==> src/rtl/mem_wb_stage.sv <==
// M/W pipeline boundary: load-data formatting, W-stage registers, retired-instruction counter.
// Optional misaligned-load detection is enabled with `define MISALIGN_CHECK_EN.
module mem_wb_stage #(
  parameter int unsigned XLEN  = 32,
  parameter int unsigned CNT_W = 32
) (
  input  logic             clk,
  input  logic             reset,
  input  logic             StallW,
  input  logic             FlushW,
  input  logic             ValidM,
  input  logic             RegWriteM,
  input  logic [1:0]       ResultSrcM,
  input  logic [4:0]       RdM,
  input  logic [2:0]       Funct3M,
  input  logic [XLEN-1:0]  ALUResultM,
  input  logic [XLEN-1:0]  RawReadDataM,
  input  logic [XLEN-1:0]  PCPlus4M,
  output logic             ValidW,
  output logic             RegWriteW,
  output logic [1:0]       ResultSrcW,
  output logic [4:0]       RdW,
  output logic [XLEN-1:0]  ALUResultW,
  output logic [XLEN-1:0]  ReadDataW,
  output logic [XLEN-1:0]  PCPlus4W,
  output logic [CNT_W-1:0] InstRetW,
  output logic             MisalignW
);

  localparam logic [2:0] F3_LB  = 3'b000;
  localparam logic [2:0] F3_LH  = 3'b001;
  localparam logic [2:0] F3_LW  = 3'b010;
  localparam logic [2:0] F3_LBU = 3'b100;
  localparam logic [2:0] F3_LHU = 3'b101;

  logic [1:0]       addr_lo;
  logic [7:0]       ld_byte;
  logic [15:0]      ld_half;
  logic [XLEN-1:0]  ld_data_c;
  logic             misalign_c;
  logic             load_en_c;
  logic [CNT_W-1:0] inst_ret_nxt_c;

  assign addr_lo = ALUResultM[1:0];

  // Byte/half lane select, little-endian
  always_comb begin
    ld_byte = RawReadDataM[7:0];
    ld_half = RawReadDataM[15:0];
    case (addr_lo)
      2'b00: ld_byte = RawReadDataM[7:0];
      2'b01: ld_byte = RawReadDataM[15:8];
      2'b10: ld_byte = RawReadDataM[23:16];
      2'b11: ld_byte = RawReadDataM[31:24];
      default: ld_byte = RawReadDataM[7:0];
    endcase
    if (addr_lo[1]) ld_half = RawReadDataM[31:16];
  end

  // Sign/zero extension by load type; unknown types pass the word through
  always_comb begin
    ld_data_c = RawReadDataM;
    case (Funct3M)
      F3_LB:   ld_data_c = {{(XLEN-8){ld_byte[7]}}, ld_byte};
      F3_LBU:  ld_data_c = {{(XLEN-8){1'b0}}, ld_byte};
      F3_LH:   ld_data_c = {{(XLEN-16){ld_half[15]}}, ld_half};
      F3_LHU:  ld_data_c = {{(XLEN-16){1'b0}}, ld_half};
      F3_LW:   ld_data_c = RawReadDataM;
      default: ld_data_c = RawReadDataM;
    endcase
  end

`ifdef MISALIGN_CHECK_EN
  always_comb begin
    misalign_c = 1'b0;
    if (ValidM && (ResultSrcM == 2'b01)) begin
      if (((Funct3M == F3_LH) || (Funct3M == F3_LHU)) && addr_lo[0]) misalign_c = 1'b1;
      if ((Funct3M == F3_LW) && (addr_lo != 2'b00))                  misalign_c = 1'b1;
    end
  end
`else
  assign misalign_c = 1'b0;
`endif

  assign load_en_c = !FlushW && !StallW;

  // Counter update is written every edge so that a hold is an explicit re-write
  assign inst_ret_nxt_c = InstRetW + CNT_W'(load_en_c && ValidM);

  // W-stage pipeline registers: reset > flush > stall > load
  always_ff @(posedge clk) begin
    if (reset || FlushW) begin
      ValidW     <= 1'b0;
      RegWriteW  <= 1'b0;
      ResultSrcW <= 2'b00;
      RdW        <= 5'd0;
      ALUResultW <= '0;
      ReadDataW  <= '0;
      PCPlus4W   <= '0;
    end else if (!StallW) begin
      ValidW     <= ValidM;
      RegWriteW  <= RegWriteM && ValidM && !misalign_c;
      ResultSrcW <= ResultSrcM;
      RdW        <= RdM;
      ALUResultW <= ALUResultM;
      ReadDataW  <= ld_data_c;
      PCPlus4W   <= PCPlus4M;
    end
  end

  always_ff @(posedge clk) begin
    if (reset) InstRetW <= '0;
    else       InstRetW <= inst_ret_nxt_c;
  end

`ifdef MISALIGN_CHECK_EN
  always_ff @(posedge clk) begin
    if (reset || FlushW) MisalignW <= 1'b0;
    else if (!StallW)    MisalignW <= misalign_c;
  end
`else
  assign MisalignW = 1'b0;
`endif

endmodule

==> config.mk <==
export PLATFORM = sky130hd
export DESIGN_NAME = mem_wb_stage
export DESIGN_NICKNAME = d
export VERILOG_FILES = /design/src/rtl/mem_wb_stage.sv
export SDC_FILE = /design/constraint.sdc
export NUM_CORES = 1
export LEC_CHECK = 0
export BUFFER_PORTS_ARGS = -buffer_cell sky130_fd_sc_hd__buf_2
export CORE_UTILIZATION = 51
export DETAILED_ROUTE_END_ITERATION = 6
export PLACE_DENSITY = 0.95
export SKIP_LAST_GASP = 1
export SLEW_MARGIN = 5
export SYNTH_ARGS = -nofsm -noshare
export SYNTH_HDL_FRONTEND = slang
export SYNTH_SLANG_ARGS = --single-unit
export TNS_END_PERCENT = 5
==> constraint.sdc <==
create_clock -name clk -period 4.66 [get_ports clk]
set_input_delay 0.466 -clock clk [delete_from_list [all_inputs] [get_ports clk]]
set_output_delay 0.466 -clock clk [all_outputs]
set_load 0.05 [all_outputs]
==> qor.yml, run 1 <==
status: "finished clean"
dpl.hpwl_um: 10700
cts_resized: 0
rows: 37
path_cells: "buf_4, clkinv_1, buf_4, nand2_1, nor2_1, ha_1, nand3_1, nor2_1, nand4_2, or3_1, a21oi_1"
synth_warnings: 0
finish.utilization: 0.707
finalInstanceArea_mm2: 0.00736
arrival_ns: 3.20
globalplace.congestion: 0.901
grt_pass1_wl_um: 24600
cpMaxStageDelayCell: "nor2_1"
hold_viol_final: 0
insertion_delay_ns: 0.51
crit_fanout: 37
drive_above_1_share: 0.352
fmax_mhz: 362
setup_viol: 0
syn_area_mm2: 0.00555
synth.area.top_cells: "dfxtp_1, mux2i_1, nor2_1, a21oi_1, xor2_1"
slew-limit-headroom: 0.247
rsz0062_at_grt: "no"
fin_crit_ns: 2.76
skew_ns: 0.00731
first_pass_iters: 6
setup_tns_ns: 0
worst-endpoint-required_ns: 5.09
drc: 0
critPathKind: "in -> reg"
yosysTopAreaCellShare: 0.494
cts_buffers: 17
ys_ff_latch: 137
routed-via-count: 5272
ioPinCount: 250
root_buffer: "clkbuf_8"
grt_pass1_vias: 5067
io_buffers: 248
cpPeakStageDelay_ns: 0.65
ys_types: 40
synthArstFlopShare: 0
vdd_ir_drop_max_uv: 325
synth_top_area_cell: "dfxtp_1"
wirelength_um: 15600
leakagePower_nw: 3.68
viasPerCell: 5.38
core_area_mm2: 0.0104
power_mw: 2.81
end_kind: "flop"
dieArea_mm2: 0.0113
antenna_found_initial: 0
cts_tree: "built"
gr-total-overflow: 0
postCtsHoldBufs: 0
critPathLaunchType: "primary input"
syn_avg_cell_area_um2: 9.25
holdWs_ns: 0.182
syn_inst: 600
first_iter_violations: 359
cts_sinks: 137
synth_fp_nets: 714
drv_cap: 0
hp-class: "in -> reg"
place_area_mm2: 0.00682
clk_pin_slew_worst_paths_ns: 0.07
finalCritPeriodShare: 0.593
ys_seq_area_frac: 0.494
grt_usage: 0.279
power_density_mw_per_mm2: 381
synth_edf_count: 0
rr_startpoint: "InstRetW[0]$_SDFF_PP0_"
crit_start: "StallW"
final_antenna_net_count: 0
fp.dieW_um: 106
post_cts_buffers: 0
hp-start: "PCPlus4M[26]"
slew_violations: 0
fin_nets: 945
htreeDepth: 4
die_h_um: 106
n_antenna_cell: 0
cts_max_path_buffers: 2
grt_max_degree: 48
initial_utilization: 0.533
synth_ff_type: "dfxtp_1"
wl_per_cell_um: 16.0
n_fill_cell: 780
tightest_slew_ns: 1.13
syn_to_final_growth_pct: 32.7
report_power, final:
| part | leakage (nW) | internal [mW] | switching, mW |
|---|---|---|---|
| sequential | 1.11 | 1.20 | 0.0176 |
| combinational | 2.32 | 0.119 | 0.247 |
| clock | 0.253 | 0.679 | 0.538 |
routing by layer:
layer  routed length [um]  vias up  global-route usage
li1                     -     2523                   -
met1                 5940     2431               0.311
met2                 7840      270               0.482
met3                 1380       48              0.0846
met4                  490        0               0.132
met5                    0        -                   0
path summary, 6_finish.rpt:
| path | end | slack [ns] | cells after the start |
|---|---|---|---|
| max | InstRetW[31]$_SDFF_PP0_ | 1.90 | 11 |
| min | PCPlus4W[26]$_SDFFE_PP0N_ | 0.18 | 3 |
| max reg2reg | InstRetW[31]$_SDFF_PP0_ | 2.46 | 6 |
| min reg2reg | ReadDataW[31]$_SDFFE_PP0N_ | 0.48 | 2 |
layout make-up:
cell class,count,area [um^2],share of cell area
multi-input cells,413,2590,0.352
clock buffers,18,428,0.0581
clock inverters,14,115,0.0156
inverters,8,30.0,0.00408
flip-flops and latches,137,2740,0.372
repair buffers,254,1290,0.175
well taps,136,170,0.0231
cell families after synthesis:
group	after synthesis	synth area share
and+or+nand+nor	197	0.161
xor gates and xnor gates	27	0.0426
AOI/OAI and AO/OA	105	0.110
buffers and inverters	50	0.0394
muxes	81	0.148
DFF	137	0.494
adders and majority gates	2	0.00451
other	1	0.000676
cells in the mapped netlist (5+ instances only):
master / number
nand4_1: 15
xor2_1: 22
nand3_1: 9
mux2_2: 7
a21o_1: 6
nor2b_1: 9
a22oi_1: 14
nand2_1: 30
inv_1: 7
and3_1: 5
xnor2_1: 5
nor2_1: 110
a2bb2oi_1: 6
dfxtp_1: 137
o21ai_0: 35
mux2i_1: 74
buf_2: 10
clkbuf_1: 25
a21oi_1: 39
stage by stage:
| step | setup WS, ns | instances |
|---|---|---|
| after global placement | 1.57 | 948 |
| after global routing | 1.73 | 980 |
| after floorplan | 2.46 | 600 |
| after CTS | 1.97 | 980 |
| after detailed placement | 1.46 | 948 |
| final | 1.90 | 980 |
layout by cell type, fill, tap and decap left out, types with 2 or more instances in the layout:
cell type,instances
buf_4,7
a21o_1,6
o21ai_0,35
clkbuf_16,16
ha_1,2
a2bb2oi_1,6
or3_1,4
dfxtp_1,137
and3_1,5
a22oi_1,14
inv_1,7
mux2i_1,74
clkbuf_8,2
nor2b_1,9
nor2_1,110
nand2_1,30
buf_2,247
xor2_1,22
a221oi_1,2
a21oi_1,39
inv_6,4
clkinvlp_4,5
nand3_1,9
nand4_1,15
and2_1,2
mux2_2,7
nor3_1,4
xnor2_1,5
and4_1,2
clkinv_4,3
sequential cells by signal (all words and copies together), names as in the netlist:
signal	flops
InstRetW	32
ResultSrcW	2
ValidW	1
PCPlus4W	32
RdW	5
ReadDataW	32
RegWriteW	1
ALUResultW	32
critical path: cells and delay by family:
kind                       cells  cell delay, ns
AOI/OAI and AO/OA              1            0.15
buffers and inverters          3            0.68
adders and majority gates      1            0.22
and+or+nand+nor                6            1.66
Note: power is estimated with default switching activity, not from simulation.
==> inputs of run 2 (changes only) <==
--- a/config.mk
+++ b/config.mk
@@ -6,9 +6,9 @@
 export NUM_CORES = 1
 export LEC_CHECK = 0
 export BUFFER_PORTS_ARGS = -buffer_cell sky130_fd_sc_hd__buf_2
-export CORE_UTILIZATION = 51
+export CORE_UTILIZATION = 47
 export DETAILED_ROUTE_END_ITERATION = 6
-export PLACE_DENSITY = 0.95
+export PLACE_DENSITY = 0.91
 export SKIP_LAST_GASP = 1
 export SLEW_MARGIN = 5
 export SYNTH_ARGS = -nofsm -noshare
==> constraint.sdc (replaced) <==
create_clock -name clk -period 2.82 [get_ports clk]
set_input_delay 0.282 -clock clk [delete_from_list [all_inputs] [get_ports clk]]
set_output_delay 0.282 -clock clk [all_outputs]
set_load 0.05 [all_outputs]
==> qor.yml, run 2 (synthesized netlist as in run 1, its figures left out) <==
critPathLaunchType: "flop"
dp_slack_ns: 0.666
tightest_slew_ns: 1.13
r2r_cells: 5
globalplace.congestion: 0.854
vdd_ir_drop_max_uv: 527
crit_fanout: 15
path_cells: "nand4_1, nor3_4, nand4_2, or3_1, a21oi_1"
cts_buffers: 17
place_area_mm2: 0.00686
status: "finished clean"
fin_crit_ns: 1.91
fp.dieW_um: 111
slew-limit-headroom: 0.246
power_density_mw_per_mm2: 664
power_mw: 4.97
fin_cells: 988
r2r_end: "InstRetW[31]$_SDFF_PP0_"
n_antenna_cell: 0
drc: 0
cts_max_path_buffers: 2
grt_max_degree: 76
drv_cap: 0
fin_nets: 948
setup_viol: 0
grt_usage: 0.243
fmax_mhz: 523
finalInstanceArea_mm2: 0.00748
syn_to_final_growth_pct: 34.8
die_h_um: 111
rsz0062_at_grt: "no"
ioPinCount: 250
multi_input_area_mm2: 0.00259
final_antenna_net_count: 0
cts_resized: 0
first_pass_iters: 7
crit_start: "InstRetW[11]$_SDFF_PP0_"
dpl.hpwl_um: 10100
arrival_ns: 2.25
antenna_found_initial: 0
clk_pin_slew_worst_paths_ns: 0.06
io_buffers: 248
finalCritPeriodShare: 0.678
first_iter_violations: 439
endpoint: "InstRetW[31]$_SDFF_PP0_"
htreeDepth: 4
rr_startpoint: "InstRetW[11]$_SDFF_PP0_"
hold_viol_final: 0
initial_utilization: 0.484
dieArea_mm2: 0.0122
holdWs_ns: 0.102
cpPeakStageDelay_ns: 0.48
end_kind: "flop"
grt_pass1_vias: 5059
drive_above_1_share: 0.349
layout_commonest_cell: "buf_2"
final_cell_mix: "buf_2, dfxtp_1, nor2_1, mux2i_1, a21oi_1"
grt_pass1_wl_um: 24000
finish.utilization: 0.653
viasPerCell: 5.27
rows: 39
skew_ns: 0.00860
reg2reg_slack_ns: 0.91
worst-endpoint-required_ns: 3.16
gr-total-overflow: 0
wirelength_um: 14700
cpMaxStageDelayCell: "nor3_4"
root_buffer: "clkbuf_16"
wl_per_cell_um: 14.9
dp_cells: 958
routed-via-count: 5204
leakagePower_nw: 3.75
setup_tns_ns: 0
n_fill_cell: 911
post_cts_buffers: 0
cts_sinks: 137
slew_violations: 0
seq_area_mm2: 0.00274
hp-class: "in -> reg"
postCtsHoldBufs: 0
critPathKind: "reg -> reg"
insertion_delay_ns: 0.41
cts_tree: "built"
core_area_mm2: 0.0115
setup_ws_ns: 0.908
run 2: cell types whose count changed in the layout (fill, tap and decap cells not counted), moves of 2 or more:
cell        before  now
buf_4            7    9
bufinv_16        0    4
clkbuf_1         0    3
clkinv_4         3    1
clkinvlp_4       5    1
inv_6            4    0
run 2: how the worst min path moves through the flow:
stage / from / endpoint / slack, ns / cells after the start
3_5_place_dp: ValidW$_SDFFE_PP0N_ / ValidW$_SDFFE_PP0N_ / 0.47 / 2
3_3_place_gp: ValidW$_SDFFE_PP0N_ / ValidW$_SDFFE_PP0N_ / 0.47 / 2
4_1_cts: ALUResultM[29] / ALUResultW[29]$_SDFFE_PP0N_ / 0.08 / 3
5_1_grt: PCPlus4M[15] / PCPlus4W[15]$_SDFFE_PP0N_ / 0.08 / 3
2_1_floorplan: ALUResultM[0] / ALUResultW[0]$_SDFFE_PP0N_ / 0.43 / 2
6_report: PCPlus4M[31] / PCPlus4W[31]$_SDFFE_PP0N_ / 0.10 / 3
run 2: per-layer routing:
metal | routed length (um) | up-vias | global-route usage
met4 | 388 | 0 | 0.112
met1 | 5990 | 2387 | 0.282
li1 | - | 2526 | -
met5 | 0 | - | 0
met3 | 1010 | 35 | 0.0651
met2 | 7330 | 256 | 0.415
run 2: critical path: cells and delay by family, from the launching register on:
kind	cells	cell delay (ns)
DFF	1	0.42
AOI/OAI and AO/OA	1	0.13
and+or+nand+nor	4	1.28
run 2: cell type report:
cell class	count	share of cell area
clock inverter	7	0.0189
multi-input combinational	413	0.346
tap	143	0.0239
clock buffer	23	0.0639
sequential	137	0.366
inverter	8	0.00401
timing repair buffer	257	0.177
run 2: power by group:
group | internal [mW] | total, mW | switching (mW)
Sequential | 1.99 | 2.02 | 0.0281
Clock | 1.54 | 2.34 | 0.797
Combinational | 0.202 | 0.608 | 0.405
Total | 3.74 | 4.97 | 1.23
